File: src/rtl/tx_queue.sv
// Circular byte FIFO that paces a producer's single-cycle byte strobes into the
// uart_tx valid/done handshake, launching one byte at a time.
module tx_queue #(
  parameter int DEPTH_LOG2 = 4
) (
  input  logic                  clk,
  input  logic                  rst,
  input  logic [7:0]            i_byte,
  input  logic                  i_byte_v,
  output logic                  o_full,
  output logic                  o_empty,
  output logic [DEPTH_LOG2:0]   o_count,
  output logic                  o_overflow,
  output logic [7:0]            o_byte,
  output logic                  o_byte_v,
  input  logic                  i_tx_active,
  input  logic                  i_tx_done
);

  localparam int DEPTH = 2 ** DEPTH_LOG2;
  localparam logic [DEPTH_LOG2:0]   FULL_COUNT = (DEPTH_LOG2 + 1)'(DEPTH);
  localparam logic [DEPTH_LOG2:0]   COUNT_ONE  = (DEPTH_LOG2 + 1)'(1);
  localparam logic [DEPTH_LOG2-1:0] PTR_ONE    = DEPTH_LOG2'(1);

  typedef enum logic {
    IDLE,
    SENT
  } state_t;

  state_t                  state_reg, state_next;
  logic [7:0]              mem [DEPTH];
  logic [DEPTH_LOG2-1:0]   wp_reg, rp_reg;
  logic [DEPTH_LOG2:0]     count_reg, count_next;
  logic                    push, pop;

  // Full/empty decode the registered count, so a write while full is dropped
  // even when a pop happens on the same edge.
  assign o_full  = (count_reg == FULL_COUNT);
  assign o_empty = (count_reg == '0);
  assign o_count = count_reg;
  assign push    = i_byte_v && !o_full;

  always_comb begin
    state_next = state_reg;
    pop        = 1'b0;
    case (state_reg)
      IDLE: begin
        if (!o_empty && !i_tx_active) begin
          pop        = 1'b1;
          state_next = SENT;
        end
      end
      SENT: begin
        if (i_tx_done) state_next = IDLE;
      end
    endcase
  end

  always_comb begin
    count_next = count_reg;
    if (push && !pop) begin
      count_next = count_reg + COUNT_ONE;
    end else if (pop && !push) begin
      count_next = count_reg - COUNT_ONE;
    end
  end

  // Storage is never reset; stale contents are unreachable once pointers clear.
  always_ff @(posedge clk) begin
    if (push) mem[wp_reg] <= i_byte;
  end

  always_ff @(posedge clk) begin
    if (rst) begin
      state_reg  <= IDLE;
      wp_reg     <= '0;
      rp_reg     <= '0;
      count_reg  <= '0;
      o_byte     <= 8'h00;
      o_byte_v   <= 1'b0;
      o_overflow <= 1'b0;
    end else begin
      state_reg  <= state_next;
      count_reg  <= count_next;
      o_byte_v   <= pop;
      o_overflow <= i_byte_v && o_full;
      if (push) wp_reg <= wp_reg + PTR_ONE;
      if (pop) begin
        rp_reg <= rp_reg + PTR_ONE;
        o_byte <= mem[rp_reg];
      end
    end
  end

endmodule

File: config.mk
export PLATFORM = sky130hd
export DESIGN_NAME = tx_queue
export DESIGN_NICKNAME = d
export VERILOG_FILES = /design/src/rtl/tx_queue.sv
export SDC_FILE = /design/constraint.sdc
export NUM_CORES = 1
export LEC_CHECK = 0
export ABC_AREA = 1
export BUFFER_PORTS_ARGS = -buffer_cell sky130_fd_sc_hd__buf_2
export CORE_ASPECT_RATIO = 1.4
export CORE_MARGIN = 8
export CORE_UTILIZATION = 50
export CTS_CLUSTER_DIAMETER = 40
export DETAILED_ROUTE_END_ITERATION = 8
export GPL_ROUTABILITY_DRIVEN = 0
export PLACE_DENSITY = 0.7
export SLEW_MARGIN = 20
export SYNTH_ARGS = -nofsm -noshare
export SYNTH_HDL_FRONTEND = slang
export SYNTH_SLANG_ARGS = --single-unit
File: constraint.sdc
create_clock -name clk -period 1.9 [get_ports clk]
set_input_delay 0.19 -clock clk [delete_from_list [all_inputs] [get_ports clk]]
set_output_delay 0.19 -clock clk [all_outputs]
set_load 0.01 [all_outputs]
==> impl_metrics.yaml <==
run_status:
  outcome: "completed"
die:
  die_area_sq_mm: 0.01727
  io-pin-count: 30
  die_w_um: 113.4
  start_util: 0.5027
  rows: 50
  core_area_sq_mm: 0.01320
  die_y_um: 152.3
route:
  wl_um: 15500
  wl_per_cell_um: 16.74
  drtIter0Drc: 387
  drc: 0
  num_vias: 4749
  ant_nets: 0
  viasPerCell: 5.129
  dr.pass1.iters: 5
yosys:
  synth_most_common_cell: "nand2_1"
  syn_inst: 673
  syn_area_sq_mm: 0.006636
  syn_area_per_cell_sq_um: 9.861
  synth_area_leader_cell: "edfxtp_1"
  ys.flop_type: "edfxtp_1"
  yosysSeqAreaShare: 0.6516
  yosys.area.top_type_share: 0.5792
  yosys_warnings: 0
  syn-num-nets: 696
  async_flop_share: 0
  synth_edf_count: 128
  synth_cell_types: 24
  yosys-top-cells-count: "nand2_1, edfxtp_1, nand3_1"
  synth_area_leaders: "edfxtp_1, nand2_1, dfxtp_1, nand3_1, inv_1"
  synth-seq-cells: 152
layout:
  regMostFlops: "mem"
  final_nets: 754
  areaGrowthSynthToFinish_pct: 17.48
  largest_reg_flops: 128
  drive_gt1_frac: 0.1586
  fin_area_sq_mm: 0.007796
  diodes: 0
critical_path:
  crit_required_ns: 2.22
  worstReg2RegStart: "o_count[3]"
  worstSetupEndpointType: "flop"
  rrSetupSlack_ns: 0.03
  critical_path.startpoint_type: "flop"
  crit_type: "reg -> reg"
  ff2ff_path_depth: 12
  arrival_ns: 2.19
  cp_max_fo: 4
  reg2reg_to: "o_count[3]"
hold_path:
  hold_depth: 4
  hold-path-endpoint: "state_reg"
  worstHoldStart: "i_tx_done"
  min-delay-path-class: "in -> reg"
pwr:
  powerDensity_mw_per_mm2: 1319
  p_leak_nw: 3.386
  irDropWorstVdd_v: 0.0008033
clock_tree:
  clk_latency_ns: 0.42
  cts.reportedPaths.clkPinSlew_ns: 0.06
  root_buffer: "clkbuf_16"
  clockBufferDepth: 2
  cts_made_buffers: 17
  cts_htree_levels: 4
  cts_tree: "yes"
  cts.sinks: 152
place:
  dp_slack_ns: -0.04208
  dp_hpwl_um: 10010
  placed_area_sq_mm: 0.007132
  port-buffer-count: 29
global_route:
  grt_pass1_vias: 4655
  antenna_found_initial: 0
  grt_pass1_wl_um: 24550
  grt_start_max_net_pins: 52
  grt_use_total: 0.1869
  overflow: 0
timing:
  finalCritPeriodShare: 0.9848
  hold_viol_final: 0
  finClkSkew_ns: 0.009923
  worst_slack_ns: 0.02892
  rsz0062_at_grt: "yes"
  fin_tns_setup_ns: 0
  fin_crit_ns: 1.871
  maxSlewViolCount: 0
  relSlewSlack: 0.5626
  finalSetupViolations: 0
  max_freq_ghz: 0.5345
  worst_pin_slew_ns: 0.6537
run:
  cap_violations: 0
-- per-stage QoR --
| stage | cells | power (mW) | hold WS, ns | utilization |
|---|---|---|---|---|
| 5_1_grt | 926 | 10.78 | 0.04213 | 0.5906 |
| 3_5_place_dp | 886 | 6.851 | 0.4597 | 0.5403 |
| 4_1_cts | 923 | 10.23 | 0.01581 | 0.5878 |
| 6_report | 926 | 10.28 | 0.02639 | 0.5906 |
| 2_1_floorplan | 673 | 5.934 | 0.2889 | - |
| 3_3_place_gp | 886 | 6.721 | 0.4466 | 0.5403 |
-- metal layers --
layer	track usage	share of wire	vias up
met1	0.1960	0.36	2270
met4	0.09936	0.030	0
met5	0	0	-
met2	0.3439	0.56	160
li1	-	-	2286
met3	0.03292	0.049	33
-- cells by family after synthesis --
group                      count (synthesis)  share of synthesized area
and+or+nand+nor                          360                     0.2247
AOI/OAI and AO/OA                         22                    0.01697
buffers and inverters                    123                    0.07881
adders and majority gates                 10                    0.01999
xor gates and xnor gates                   6                   0.007918
DFF                                      152                     0.6516
-- power by group --
part	switching, mW	internal [mW]	leakage (nW)
sequential	0.121	3.86	1.36
combinational	1.91	1.08	1.75
clock	1.23	2.08	0.281
-- cells in the final DEF (no fill, tap or decap), types with 2 or more instances in the layout --
cell type | Yosys | final
xor2_1 | 5 | 5
edfxtp_1 | 128 | 128
dfxtp_4 | 0 | 3
nand2_1 | 221 | 221
nand3_1 | 93 | 93
buf_4 | 8 | 38
a21oi_2 | 0 | 3
clkbuf_16 | 0 | 17
a21oi_1 | 14 | 11
nor2_1 | 41 | 39
bufinv_16 | 0 | 3
clkinv_1 | 2 | 3
inv_4 | 0 | 2
clkbuf_1 | 5 | 4
ha_4 | 0 | 2
o21ai_0 | 7 | 7
buf_2 | 13 | 29
clkinvlp_4 | 0 | 2
dfxtp_2 | 0 | 3
dfxtp_1 | 24 | 18
inv_1 | 88 | 87
clkinv_2 | 0 | 4
nand2_2 | 2 | 2
ha_1 | 9 | 7
inv_2 | 4 | 3
-- critical path, stage by stage (launching register included) --
cell     delay (ns)
dfxtp_2        0.33
nor2_4         0.11
nand4_1        0.15
nand2_2        0.13
inv_4          0.05
ha_4           0.17
inv_4          0.08
ha_4           0.22
a21oi_2        0.12
nand2_1        0.08
xor2_1         0.14
o21ai_0        0.13
inv_1          0.05
-- area by class of cell --
class,instances,area [sq um]
Fill cell,1073,5404
Timing Repair Buffer,68,450.4
Sequential cell,152,4339
Clock buffer,22,454.2
Tap cell,182,227.7
Multi-Input combinational cell,398,1838
Inverter,94,357.8
Clock inverter,10,128.9
-- worst max-delay path by stage --
| stage | start | to | slack (ns) | cells past startpoint |
|---|---|---|---|---|
| global route | o_count[3] | o_count[3] | -0.11 | 12 |
| CTS | o_count[3] | o_count[4] | 0.02 | 13 |
| floorplan | o_count[2] | o_count[4] | 0.01 | 13 |
| global placement | o_count[2] | o_count[4] | 0.05 | 14 |
| detailed placement | o_count[2] | o_count[4] | -0.04 | 14 |
| finish | o_count[3] | o_count[3] | 0.03 | 12 |
-- repair_timing --
action | 4_1_cts | 5_1_grt
resized for setup | 2 | 4
setup buffers | 5 | 3
endpoints found under the setup margin | 2 | 12
pin swaps | 3 | 7
hold buffers | 0 | 0
No activity file was read; power rests on OpenSTA's default activity.
